$ cat config.mk
export PLATFORM = sky130hd
export DESIGN_NAME = note_dispatcher_flat
export DESIGN_NICKNAME = d
export VERILOG_FILES = /design/src/rtl/note_dispatch_pkg.sv /design/src/rtl/note_dispatcher_if.sv /design/src/rtl/rr_free_picker.sv /design/src/rtl/note_dispatcher.sv /design/src/flat_wrapper.sv
export SDC_FILE = /design/constraint.sdc
export NUM_CORES = 1
export LEC_CHECK = 0
export ABC_AREA = 1
export BUFFER_PORTS_ARGS = -buffer_cell sky130_fd_sc_hd__buf_2
export CAP_MARGIN = 20
export CORE_UTILIZATION = 49
export CTS_CLUSTER_SIZE = 8
export DETAILED_ROUTE_END_ITERATION = 16
export GPL_ROUTABILITY_DRIVEN = 0
export PLACE_DENSITY = 0.75
export SYNTH_ARGS = -nofsm -noshare
export SYNTH_HDL_FRONTEND = slang
export SYNTH_HIERARCHICAL = 1
export SYNTH_SLANG_ARGS = --single-unit
$ cat constraint.sdc
create_clock -name clk -period 1.3 [get_ports clk]
set_input_delay 0.26 -clock clk [delete_from_list [all_inputs] [get_ports clk]]
set_output_delay 0.26 -clock clk [all_outputs]
set_load 0.05 [all_outputs]
$ cat src/rtl/note_dispatch_pkg.sv
// Shared widths, rest encoding and dispatcher state codes for the note dispatcher.
package note_dispatch_pkg;

    localparam int NOTE_W = 6;
    localparam int DUR_W  = 6;

    localparam logic [NOTE_W-1:0] NOTE_REST = 6'd0;

    typedef logic [1:0] state_t;

    localparam state_t FETCH    = 2'd0;
    localparam state_t DISPATCH = 2'd1;
    localparam state_t WAIT     = 2'd2;

endpackage

$ cat src/rtl/note_dispatcher_if.sv
// Song-item handshake from the song reader plus the load bus into the note players.
interface note_dispatcher_if #(
    parameter int unsigned NUM_PLAYERS = 3
);
    import note_dispatch_pkg::*;

    logic                   note_valid;
    logic                   note_ready;
    logic                   item_is_wait;
    logic [NOTE_W-1:0]      note_in;
    logic [DUR_W-1:0]       duration_in;
    logic [NUM_PLAYERS-1:0] player_playing;
    logic [NUM_PLAYERS-1:0] load_new_note;
    logic [NOTE_W-1:0]      note_to_load;
    logic [DUR_W-1:0]       duration_to_load;

    modport master (
        input  note_valid,
        input  item_is_wait,
        input  note_in,
        input  duration_in,
        input  player_playing,
        output note_ready,
        output load_new_note,
        output note_to_load,
        output duration_to_load
    );

    modport slave (
        output note_valid,
        output item_is_wait,
        output note_in,
        output duration_in,
        output player_playing,
        input  note_ready,
        input  load_new_note,
        input  note_to_load,
        input  duration_to_load
    );

endinterface

$ cat src/rtl/rr_free_picker.sv
// Combinational round-robin picker: grants the first set bit of `free` at or after rr_ptr.
module rr_free_picker #(
    parameter int unsigned  NUM_PLAYERS = 3,
    localparam int unsigned PTR_W       = $clog2(NUM_PLAYERS)
) (
    input  logic [NUM_PLAYERS-1:0] free,
    input  logic [PTR_W-1:0]       rr_ptr,
    output logic [NUM_PLAYERS-1:0] grant,
    output logic                   any_free
);

    logic [NUM_PLAYERS-1:0] upper;
    logic [NUM_PLAYERS-1:0] pool;
    logic                   taken;

    // Search the indices at/after rr_ptr first; fall back to the wrapped-around low part.
    always_comb begin
        upper = '0;
        for (int i = 0; i < NUM_PLAYERS; i++) begin
            upper[i] = free[i] && (PTR_W'(i) >= rr_ptr);
        end
        pool  = (|upper) ? upper : free;
        grant = '0;
        taken = 1'b0;
        for (int i = 0; i < NUM_PLAYERS; i++) begin
            if (pool[i] && !taken) begin
                grant[i] = 1'b1;
                taken    = 1'b1;
            end
        end
        any_free = |free;
    end

endmodule

$ cat src/rtl/note_dispatcher.sv
// Pulls song items, assigns notes round-robin to free note players and paces waits by beats.
// Optional NOTE_STEAL_EN: when no player is free, reload player rr_ptr instead of stalling.
module note_dispatcher
    import note_dispatch_pkg::*;
#(
    parameter int unsigned  NUM_PLAYERS = 3,
    localparam int unsigned PTR_W       = $clog2(NUM_PLAYERS)
) (
    input  logic                     clk,
    input  logic                     reset,
    input  logic                     play_enable,
    input  logic                     beat,
    note_dispatcher_if.master        bus,
    output logic                     dispatch_stall
);

    state_t                 state_q, state_d;
    logic [PTR_W-1:0]       rr_ptr_q, rr_ptr_d;
    logic [PTR_W-1:0]       grant_idx;
    logic [NUM_PLAYERS-1:0] pending_q, pending_d;
    logic [NUM_PLAYERS-1:0] load_q, load_d;
    logic [NUM_PLAYERS-1:0] free, free_grant, load_grant;
    logic                   any_free, fire, accept;
    logic [DUR_W-1:0]       wait_cnt_q, wait_cnt_d;
    logic [NOTE_W-1:0]      hold_note_q, hold_note_d, note_q, note_d;
    logic [DUR_W-1:0]       hold_dur_q, hold_dur_d, dur_q, dur_d;

    // A loaded player stays unavailable until its playing flag has been seen high.
    assign free   = ~bus.player_playing & ~pending_q;
    assign accept = (state_q == FETCH) && play_enable && bus.note_valid;

    rr_free_picker #(
        .NUM_PLAYERS(NUM_PLAYERS)
    ) u_picker (
        .free     (free),
        .rr_ptr   (rr_ptr_q),
        .grant    (free_grant),
        .any_free (any_free)
    );

`ifdef NOTE_STEAL_EN
    logic [NUM_PLAYERS-1:0] steal_grant;
    logic                   steal_any;

    // An all-ones mask makes the picker return the one-hot of rr_ptr itself.
    rr_free_picker #(
        .NUM_PLAYERS(NUM_PLAYERS)
    ) u_steal_picker (
        .free     ({NUM_PLAYERS{1'b1}}),
        .rr_ptr   (rr_ptr_q),
        .grant    (steal_grant),
        .any_free (steal_any)
    );

    assign load_grant     = any_free ? free_grant : steal_grant;
    assign fire           = (state_q == DISPATCH) && play_enable && (any_free || steal_any);
    assign dispatch_stall = 1'b0;
`else
    assign load_grant     = free_grant;
    assign fire           = (state_q == DISPATCH) && play_enable && any_free;
    assign dispatch_stall = (state_q == DISPATCH) && !any_free;
`endif

    always_comb begin
        grant_idx = '0;
        for (int i = 0; i < NUM_PLAYERS; i++) begin
            if (load_grant[i]) grant_idx = PTR_W'(i);
        end
    end

    always_comb begin
        state_d     = state_q;
        rr_ptr_d    = rr_ptr_q;
        wait_cnt_d  = wait_cnt_q;
        hold_note_d = hold_note_q;
        hold_dur_d  = hold_dur_q;
        note_d      = note_q;
        dur_d       = dur_q;
        load_d      = '0;
        case (state_q)
            FETCH: begin
                if (accept) begin
                    if (bus.item_is_wait) begin
                        if (bus.duration_in != '0) begin
                            wait_cnt_d = bus.duration_in;
                            state_d    = WAIT;
                        end
                    end else if (bus.note_in != NOTE_REST && bus.duration_in != '0) begin
                        hold_note_d = bus.note_in;
                        hold_dur_d  = bus.duration_in;
                        state_d     = DISPATCH;
                    end
                end
            end
            DISPATCH: begin
                if (fire) begin
                    load_d   = load_grant;
                    note_d   = hold_note_q;
                    dur_d    = hold_dur_q;
                    rr_ptr_d = (grant_idx == PTR_W'(NUM_PLAYERS - 1)) ? '0 : grant_idx + 1'b1;
                    state_d  = FETCH;
                end
            end
            WAIT: begin
                if (beat && play_enable) begin
                    wait_cnt_d = wait_cnt_q - 1'b1;
                    if (wait_cnt_q == 6'd1) state_d = FETCH;
                end
            end
            default: state_d = FETCH;
        endcase
        pending_d = (pending_q & ~bus.player_playing) | load_d;
    end

    always_ff @(posedge clk or negedge reset) begin
        if (!reset) begin
            state_q     <= FETCH;
            rr_ptr_q    <= '0;
            pending_q   <= '0;
            wait_cnt_q  <= '0;
            hold_note_q <= '0;
            hold_dur_q  <= '0;
            note_q      <= '0;
            dur_q       <= '0;
            load_q      <= '0;
        end else begin
            state_q     <= state_d;
            rr_ptr_q    <= rr_ptr_d;
            pending_q   <= pending_d;
            wait_cnt_q  <= wait_cnt_d;
            hold_note_q <= hold_note_d;
            hold_dur_q  <= hold_dur_d;
            note_q      <= note_d;
            dur_q       <= dur_d;
            load_q      <= load_d;
        end
    end

    assign bus.note_ready       = (state_q == FETCH) && play_enable;
    assign bus.load_new_note    = load_q;
    assign bus.note_to_load     = note_q;
    assign bus.duration_to_load = dur_q;

endmodule

$ cat src/flat_wrapper.sv
// flat-port wrapper written by rule: the top's interface ports become plain ports
module note_dispatcher_flat import note_dispatch_pkg::*;
#(
    parameter int unsigned  NUM_PLAYERS = 3,
    localparam int unsigned PTR_W       = $clog2(NUM_PLAYERS)
)
  (clk, reset, play_enable, beat, dispatch_stall, bus_note_valid, bus_item_is_wait, bus_note_in, bus_duration_in, bus_player_playing, bus_note_ready, bus_load_new_note, bus_note_to_load, bus_duration_to_load);
  note_dispatcher_if #(.NUM_PLAYERS(NUM_PLAYERS)) bus_i ();
  input  logic clk;
  input  logic reset;
  input  logic play_enable;
  input  logic beat;
  output logic dispatch_stall;
  input wire logic [$bits(bus_i.note_valid)-1:0] bus_note_valid;
  input wire logic [$bits(bus_i.item_is_wait)-1:0] bus_item_is_wait;
  input wire logic [$bits(bus_i.note_in)-1:0] bus_note_in;
  input wire logic [$bits(bus_i.duration_in)-1:0] bus_duration_in;
  input wire logic [$bits(bus_i.player_playing)-1:0] bus_player_playing;
  output wire logic [$bits(bus_i.note_ready)-1:0] bus_note_ready;
  output wire logic [$bits(bus_i.load_new_note)-1:0] bus_load_new_note;
  output wire logic [$bits(bus_i.note_to_load)-1:0] bus_note_to_load;
  output wire logic [$bits(bus_i.duration_to_load)-1:0] bus_duration_to_load;
  assign bus_i.note_valid = bus_note_valid;
  assign bus_i.item_is_wait = bus_item_is_wait;
  assign bus_i.note_in = bus_note_in;
  assign bus_i.duration_in = bus_duration_in;
  assign bus_i.player_playing = bus_player_playing;
  assign bus_note_ready = bus_i.note_ready;
  assign bus_load_new_note = bus_i.load_new_note;
  assign bus_note_to_load = bus_i.note_to_load;
  assign bus_duration_to_load = bus_i.duration_to_load;
  note_dispatcher #(.NUM_PLAYERS(NUM_PLAYERS)) u_core (.clk(clk), .reset(reset), .play_enable(play_enable), .beat(beat), .bus(bus_i), .dispatch_stall(dispatch_stall));
endmodule
* Yosys cells after proc, flatten, opt, wreduce, memory -nomap -nowiden *
Cells that the tools add are included.

cells by class
  add/subtract/negate cells = 2
  $lt $le $gt $ge = 3
  eq/ne operators = 12
  muxes and demuxes = 23
  bitwise gates (word level) = 6
  reduce and logical (&&, ||, !) cells = 25

operators by type and width
  cell                   number
  $mux W6                4
  $mux W2                9
  $logic_and A1 B1 Y1    12
  $pmux W6 S2            1
  $reduce_bool A6 Y1     2
  $mux W3                3
  $ne A2 B1 Y1 const B   4
  $and A3 B3 Y3          2
  $eq A6 B1 Y1 const B   1
  $ne A3 B3 Y1 const B   2
  $not A3 Y3             2
  $pmux W2 S3            1
  $reduce_and A6 Y1      1
  $reduce_or A3 Y1       2
  $sub A6 B1 Y6 const B  1
  $mux W1                5
  $reduce_and A5 Y1      1
  $eq A2 B2 Y1 const B   2
  $ge A1 B2 Y1 const A   2
  $ne A2 B2 Y1 const B   2
  $reduce_and A4 Y1      1
  $logic_not A1 Y1       3
  $or A3 B3 Y3           1
  $add A2 B1 Y2 const B  1
  6 further kinds        6

storage, ports and cells
  flip-flop bits (word level) = 40
  bits of input ports = 21
  output and inout bits = 17
  word-level logic and storage cells = 80

* Longest topological paths before layout *
Gate-level depths: netlist of the first run.

  word-level depth = 15
  gate-level depth with buffers = 9
  mapped depth without buffers = 9

* By module *
Netlist of the first run, hierarchy kept.

modules (own cells, without submodules)
  module           times used  cells each  area an instance (sq um)  sequential area each (sq um)
  note_dispatcher  1           227         1,879.3                   1,001.0
  rr_free_picker   1           17          86.3                      0.0

* Worst setup path before layout of the first run *
Ideal clock, no wire load.

  path type = register -> register
  start = register u_core.state_q[0]
  end = register u_core.hold_dur_q[5]
  library setup time = 0.126 ns
  arrival = 1.413 ns
  data required time = 1.174 ns
  path slack = -0.239 ns
  cell stages (with the launch flop) = 8
  buffers on the path = 1
  period minus slack after synthesis = 1.539 ns
  path through = dfrtp_1 inv_2 nand2_4 nor2_4 nand3_4 nor2_8 buf_6 o21ai_0

between the ends
  word-level cells in the longest chain between the ends = 4

ends and longest elaborated chain
  what                                line                    RTL
  start: declaration                  note_dispatcher.sv:17   state_t state_q, state_d;
  start signal: assignment            note_dispatcher.sv:127  state_q <= state_d;
  $logic_not A2 Y1                    n/a
  $logic_and A1 B1 Y1                 n/a
  net bus_note_ready                  flat_wrapper.sv:19      output wire logic [$bits(bus_i.note_ready)-1:0] bus_note_ready;
  $logic_and A1 B1 Y1                 note_dispatcher.sv:30   assign accept = (state_q == FETCH) && play_enable && bus.note_valid;
  $reduce_and A4 Y1 (no source line)  n/a
  end signal: assignment              note_dispatcher.sv:132  hold_dur_q <= hold_dur_d;
  end: declaration                    note_dispatcher.sv:26   logic [DUR_W-1:0] hold_dur_q, hold_dur_d, dur_q, dur_d;

The timed path passes the listed nets, and every way through them passes these cells.
A chain may end at the register's enable or synchronous reset.

* Worst setup path after layout of the first run *
  start = register u_core.pending_q[2]
  end = output port dispatch_stall

between the ends
  word-level cells in the longest chain between the ends = 5

ends and longest elaborated chain
  what                      line                    RTL
  start: declaration        note_dispatcher.sv:20   logic [NUM_PLAYERS-1:0] pending_q, pending_d;
  start signal: assignment  note_dispatcher.sv:129  pending_q <= pending_d;
  $not A3 Y3                note_dispatcher.sv:29   assign free = ~bus.player_playing & ~pending_q;
  $and A3 B3 Y3             note_dispatcher.sv:29
  net u_core.free[2]        note_dispatcher.sv:22   logic [NUM_PLAYERS-1:0] free, free_grant, load_grant;
  $reduce_or A3 Y1          rr_free_picker.sv:31    any_free = |free;
  net u_core.any_free       note_dispatcher.sv:23   logic any_free, fire, accept;
  $logic_not A1 Y1          note_dispatcher.sv:61   assign dispatch_stall = (state_q == DISPATCH) && !any_free;
  $logic_and A1 B1 Y1       note_dispatcher.sv:61
  end: declaration          flat_wrapper.sv:13      output logic dispatch_stall;

The timed path passes the listed nets, and every way through them passes these cells.

==> run metrics, run 1 <==
maximum clock path buffer count=2; Worst path depth=6; warnings from Yosys=6; RSZ-0062 raised after global routing=yes; Clock Latency Late Sink=around 0.3 ns; Syn Inst Count=244; sequential share of power=around 37%; total of max-cap violations=0; Post-synth top cells=nand2_1 (78), dfrtp_1 (40), o21ai_0 (29), nor2_1 (28), inv_1 (27); placed cell areas=0.00238 sq mm; Synth Area in Compound Gates=11.1%; Synth area leader=dfrtp_1; Net Switching=1.76 mW; Internal=roughly 3.0 mW; WP buf/inv=3; cts bufs inserted=5; Startpoint Class=flip-flop; drt drc=0; Routed Wire Length=5.81 mm; post-detailed-route wirelength per cell=15.4 um; Critical R2R Launch=u_core/pending_q[2]; Die Span X=65.3 um; HP Class=input port to flip-flop; violated checks=negative setup slack; Starting Density=a little over half; largest net degree at the start of global routing=27; most frequent cell after synthesis=nand2_1; Slew headroom=between 70 and 80%; Final Slew Violations=0; Top Usage Layer GRT=met2; core area=around 0.0037 sq mm; pre-CTS setup slack=-0.0922 ns; P&R area growth vs syn=55.8%; critical path class=flip-flop to output pin; required time worst endpoint=around 1.0 ns; setup TNS=-5.99 ns; Gate power share=40.5%; CTS root buf=clkbuf_8; met1 usage=between 20 and 30%; Setup crit end kind=output pin; ys flop type=dfrtp_1; num ports=38; die area=between 0.004 and 0.005 sq mm; largest family of logic cells by synthesized area=simple AND/OR/NAND/NOR gates; worst setup path end=dispatch_stall; top cell type's share of synthesized area=roughly half; GRT Util Overall=a little under a quarter; Clock power frac=between 20% and 30%; async set or reset register ratio after synthesis=100%; ANT nets after route=0; number of flops mapped to enable cells by yosys=0; share of layout cells above drive strength 1=around 53%; Nets=352; post-layout instance area=a little over 0.003 sq mm; via count=between 1500 and 2000; post-synthesis simple-gate area fraction=about 30%; # setup viols final=just over 40; f_max=about 0.64 GHz; Final Instance Count excl. Fillers=378; period utilization=121%; Overall Power=~4.7 mW; Setup WS post-layout=-0.270 ns; worst vdd ir=about 1300 uV; slowest stage cell, crit path=dfrtp_1; Detail Placement HPWL=about 3.0 mm; vias per cell=around 5.1; CP peak stage delay=0.42 ns; Finished Core Util=between 80% and 90%; Worst path top cell family by delay=flip-flops; crit path DAT=1.31 ns; initial antenna violation count=0; CTS tree=built; mux contribution to synthesized area=0%; total grt overflow=0; Mapped Area=0.00197 sq mm; Min Hold Slack=between 0.15 and 0.2 ns; Synth Area per Inst=around 8.1 sq um; Num Clock Sinks=40; cells taking the most area after synthesis=dfrtp_1 (51%), nand2_1 (15%), o21ai_0 (7.4%); met2 Track Usage GR=43.0%; number of DRC markers in iteration 0=142; Worst Setup SP=u_core/pending_q[2]; Ant. Diodes=0; H-Tree Depth=2; flop-to-flop setup slack=-0.23 ns; die height=between 60 and 70 um; P_leak=around 1.5 nW; Post-Place Cells=around 350; Power Density=about 1500 mW/mm^2; Fillers=between 200 and 250; critical-path cell list=nor2_2 -> inv_1 -> nand2_2 -> buf_6 -> nor2_4 -> buf_8; min Tclk post-route=roughly 1.6 ns; DR pass1 iterations=4; Port Buf Inserts=37; clock transition at the registers of the reported paths=around 0.080 ns; R2R depth=10; number of global-route vias before repair=~1800; Hold Violations, Final=0; reg2reg end=u_core/bus.note_to_load[5]; Syn Nets=about 270; sequential share of the synthesized area=50.9%; Cell Rows=22; Synth Register Bits=40; Clock Skew=a little over 0.006 ns; sw frac=between 30 and 40%; hold path start=bus_player_playing[1]; Post-Synth Adder-Cell Area=~1.3%; crit path max fanout=2; met3 Usage GRT=roughly 5.2%; xor/xnor share of the synthesized area=0%; first-pass GRT wire length=about 7.6 mm; actual slew at the worst max-slew pin=slightly above 0.4 ns; outcome=finished, violations left; synth unique cells=24
==> worst min path at each step <==
stage / cells past startpoint / slack [ns] / endpoint
floorplan: 0 / -0.04 / u_core/bus.duration_to_load[0]
global placement: 1 / 0.18 / u_core/bus.note_to_load[1]
detailed placement: 1 / 0.18 / u_core/bus.note_to_load[1]
CTS: 2 / 0.17 / u_core/pending_q[1]
global route: 2 / 0.15 / u_core/pending_q[1]
finish: 2 / 0.16 / u_core/pending_q[1]
==> registers in the layout, indices dropped and copies added (netlist names) <==
| register | cells |
|---|---|
| u_core/rr_ptr_q | 2 |
| u_core/hold_note_q | 6 |
| u_core/wait_cnt_q | 6 |
| u_core/bus.duration_to_load | 6 |
| u_core/bus.load_new_note | 3 |
| u_core/hold_dur_q | 6 |
| u_core/bus.note_to_load | 6 |
| u_core/pending_q | 3 |
| u_core/state_q | 2 |
==> layout by cell type (no fill, tap or decap), types with 2 or more instances in the layout <==
| master | n |
|---|---|
| inv_1 | 23 |
| buf_12 | 3 |
| buf_8 | 2 |
| buf_2 | 35 |
| buf_6 | 9 |
| nor2_2 | 8 |
| o21ai_1 | 12 |
| nand2_4 | 10 |
| nand3_1 | 5 |
| o21ai_2 | 15 |
| nor2_4 | 11 |
| inv_2 | 6 |
| o21ai_4 | 2 |
| dfrtp_1 | 39 |
| nor2_1 | 17 |
| nand2_1 | 47 |
| nand3_2 | 3 |
| clkbuf_8 | 6 |
| nand2_2 | 25 |
| o21ai_0 | 4 |
| nand4_1 | 2 |
| ha_1 | 2 |
| buf_4 | 25 |
| nand3_4 | 2 |
==> routing by layer <==
layer,vias to the layer above,wire [um]
met5,-,0
met4,0,90
met3,12,189
met2,38,3200
met1,947,2330
li1,945,-
==> power by group through the flow <==
stage          registers (mW)  clock network, mW  logic, mW
2_1_floorplan            1.72                  0      0.851
3_3_place_gp             1.68                  0       1.28
3_5_place_dp             1.69                  0       1.32
4_1_cts                  1.67               1.08       1.67
5_1_grt                  1.75               1.16       2.11
6_report                 1.72               1.08       1.91
==> what timing repair did <==
| item | 4_1_cts | 5_1_grt |
|---|---|---|
| cloned | 5 | 2 |
| hold endpoints to repair | 14 | 0 |
| endpoints found under the setup margin | 32 | 42 |
| resized for setup | 33 | 92 |
| setup buffers | 12 | 5 |
| pin swaps | 19 | 22 |
| hold buffers | 1 | 0 |
==> worst register-to-register path, cell delays in order, from the launching register on <==
cell     delay, ns
dfrtp_1       0.42
nor2_2        0.15
inv_1         0.07
nand2_2       0.10
buf_6         0.11
nand2_4       0.05
nor2_4        0.14
buf_12        0.17
inv_12        0.07
nand2_1       0.06
o21ai_1       0.08
==> final cells by class <==
cell class / count / area (sq um) / share of cell area [%]
tap: 48 / 60.1 / 1.96
clock buffer: 6 / 82.6 / 2.70
timing repair inverter: 2 / 25.0 / 0.817
sequential: 40 / 1000 / 32.7
clock inverter: 2 / 38.8 / 1.27
multi-input combinational: 173 / 1150 / 37.5
timing repair buffer: 75 / 564 / 18.4
inverter: 32 / 143 / 4.66
==> kinds of logic (layout without fill, tap and decap cells) <==
logic type	after synthesis	in the layout
buf+inv	35	117
flops	40	40
fa+ha+maj	2	2
simple gates	129	133
compound gates	38	38
No activity file was read; power rests on OpenSTA's default activity.
==> run 2, diff against run 1 <==
--- a/config.mk
+++ b/config.mk
@@ -8,11 +8,13 @@
 export ABC_AREA = 1
 export BUFFER_PORTS_ARGS = -buffer_cell sky130_fd_sc_hd__buf_2
 export CAP_MARGIN = 20
-export CORE_UTILIZATION = 49
+export CELL_PAD_IN_SITES_DETAIL_PLACEMENT = 0
+export CELL_PAD_IN_SITES_GLOBAL_PLACEMENT = 2
+export CORE_UTILIZATION = 28
 export CTS_CLUSTER_SIZE = 8
 export DETAILED_ROUTE_END_ITERATION = 16
 export GPL_ROUTABILITY_DRIVEN = 0
-export PLACE_DENSITY = 0.75
+export PLACE_DENSITY_LB_ADDON = 0.1
 export SYNTH_ARGS = -nofsm -noshare
 export SYNTH_HDL_FRONTEND = slang
 export SYNTH_HIERARCHICAL = 1
==> run 2 against run 1 <==
Net effect: setup slack improved by 0.029 ns; the flow still finishes with violations (negative setup slack); largest cell class unchanged; critical path depth rose by 5; highest routed layer unchanged; utilization fell by 38 points; sequential power fell by 3%; critical path type is now flip-flop to flip-flop.
==> run metrics, run 2 (synthesis gave the netlist of run 1 again) <==
crit path max fanout=12; most common cell after layout, fill and taps aside=nand2_1; DR pass1 iterations=4; Hold Violations, Final=0; Clock power frac=about a quarter; outcome=finished, violations left; Num Clock Sinks=40; f_max=~0.65 GHz; total grt overflow=0; Startpoint Class=flip-flop; Slew headroom=72.6%; die area=0.00736 sq mm; required time worst endpoint=roughly 1.5 ns; Starting Density=slightly below 30%; crit path DAT=~1.7 ns; number of DRC markers in iteration 0=42; slowest stage cell, crit path=dfrtp_1; period utilization=119%; die height=85.8 um; H-Tree Depth=2; Final Instance Count excl. Fillers=429; post-detailed-route wirelength per cell=between 10 and 15 um; Nets=355; Clock Skew=around 0.0051 ns; RSZ-0062 raised after global routing=yes; sw frac=between 30% and 40%; Routed Wire Length=5.04 mm; clock transition at the registers of the reported paths=roughly 0.090 ns; critical path class=flip-flop to flip-flop; Net Switching=approximately 1.5 mW; actual slew at the worst max-slew pin=0.410 ns; pre-CTS setup slack=-0.133 ns; most frequent cells in the layout=nand2_1 (64), dfrtp_1 (40), buf_2 (35); share of layout cells above drive strength 1=between 40% and 50%; Clock Latency Late Sink=a little under 0.3 ns; CTS tree=built; Setup crit end kind=flip-flop; min Tclk post-route=~1.5 ns; Detail Placement HPWL=~3.4 mm; Cell Rows=30; post-layout instance area=0.00295 sq mm; drt drc=0; Setup WS post-layout=-0.241 ns; Die Span X=85.8 um; number of global-route vias before repair=between 1500 and 2000; Register Area=0.00100 sq mm; Min Hold Slack=0.149 ns; num ports=38; P&R area growth vs syn=50.0%; via count=approximately 1800; Fillers=713; vias per cell=4.25; Internal=2.77 mW; P_leak=between 1 and 1.5 nW; # setup viols final=just over 40; CTS root buf=clkbuf_8; violated checks=negative setup slack; multi-input logic area=0.00100 sq mm; Post-Place Cells=between 400 and 500; Ant. Diodes=0; GRT Util Overall=~15%; largest net degree at the start of global routing=around 40; cts bufs inserted=5; HP Class=input port to flip-flop; critical-path cell list=nor2_2 -> nor2_2 -> nand2_2 -> buf_4 -> buf_6 -> nand2_4 -> nor2_4 -> buf_12 -> inv_16 -> nor2_4 -> nor3_2; Finished Core Util=between 40% and 50%; CP peak stage delay=0.40 ns; first-pass GRT wire length=slightly below 9 mm; maximum clock path buffer count=2; core area=~0.0068 sq mm; sequential share of power=between 30 and 40%; placed cell areas=0.00250 sq mm; initial antenna violation count=0; total of max-cap violations=0; Port Buf Inserts=37; worst vdd ir=a little over 600 uV; ANT nets after route=0; Power Density=1460 mW/mm^2; Final Slew Violations=0; Gate power share=36.8%
[run 2: cell count changes in the layout (fill, tap and decap cells not counted), sizes merged]
cell | previous run | this run
nor2 | 37 | 38
inv | 33 | 34
clkbuf | 6 | 5
buf | 74 | 77
clkinv | 1 | 0
[run 2: cell type report]
| type | instances | share of cell area [%] |
|---|---|---|
| tap | 96 | 4.07 |
| timing repair inverter | 1 | 0.552 |
| clock inverter | 3 | 1.57 |
| clock buffer | 5 | 2.33 |
| timing repair buffer | 78 | 18.8 |
| sequential | 40 | 33.9 |
| multi-input combinational | 174 | 34.0 |
| inverter | 32 | 4.71 |
[run 2: per-stage QoR]
step	setup TNS (ns)	total power, mW
after floorplan	-2.23	2.57
after global placement	-1.96	3.04
after detailed placement	-1.66	3.04
after CTS	-4.74	4.29
after global routing	-9.75	4.66
final	-5.27	4.31
[run 2: path summary, 6_finish.rpt]
kind	cells after the start	start	slack, ns	endpoint
worst max register to register	11	u_core/pending_q[0]	-0.24	u_core/rr_ptr_q[0]
worst max-delay path	11	u_core/pending_q[0]	-0.24	u_core/rr_ptr_q[0]
max in group asynchronous	3	reset	0.62	u_core/state_q[0]
worst min register to register	2	u_core/hold_dur_q[3]	0.47	u_core/bus.duration_to_load[3]
min in group asynchronous	3	reset	0.46	u_core/hold_note_q[0]
worst min-delay path	2	bus_player_playing[1]	0.15	u_core/pending_q[1]
[run 2: power by group through the flow]
stage,Sequential [mW],Clock (mW),Combinational [mW]
floorplan,1.72,0,0.851
global placement,1.70,0,1.35
detailed placement,1.70,0,1.34
CTS,1.67,1.09,1.53
global route,1.71,1.15,1.80
finish,1.67,1.05,1.59
[run 2: timing repair]
item | in CTS | in global routing
endpoints found under the setup margin | 37 | 42
pin swaps | 13 | 11
hold endpoints to repair | 40 | 0
gates cloned | 6 | 0
resized for setup | 46 | 18
setup buffers | 9 | 2
hold buffers | 1 | 0
[run 2: per-layer routing]
| layer | routed length (um) | GRT usage, % | part of all wire, % | vias up |
|---|---|---|---|---|
| li1 | - | - | - | 949 |
| met1 | 2420 | 20.3 | 48 | 838 |
| met2 | 2400 | 25.2 | 48 | 32 |
| met3 | 165 | 3.75 | 3.3 | 6 |
| met4 | 61 | 4.24 | 1.2 | 0 |
| met5 | 0 | 0 | 0 | - |
[run 2: worst max-delay path: cells and delay by family, from the launching register on]
kind	cells	cell delay, ns
simple gates	7	0.62
flops	1	0.40
buf+inv	4	0.41
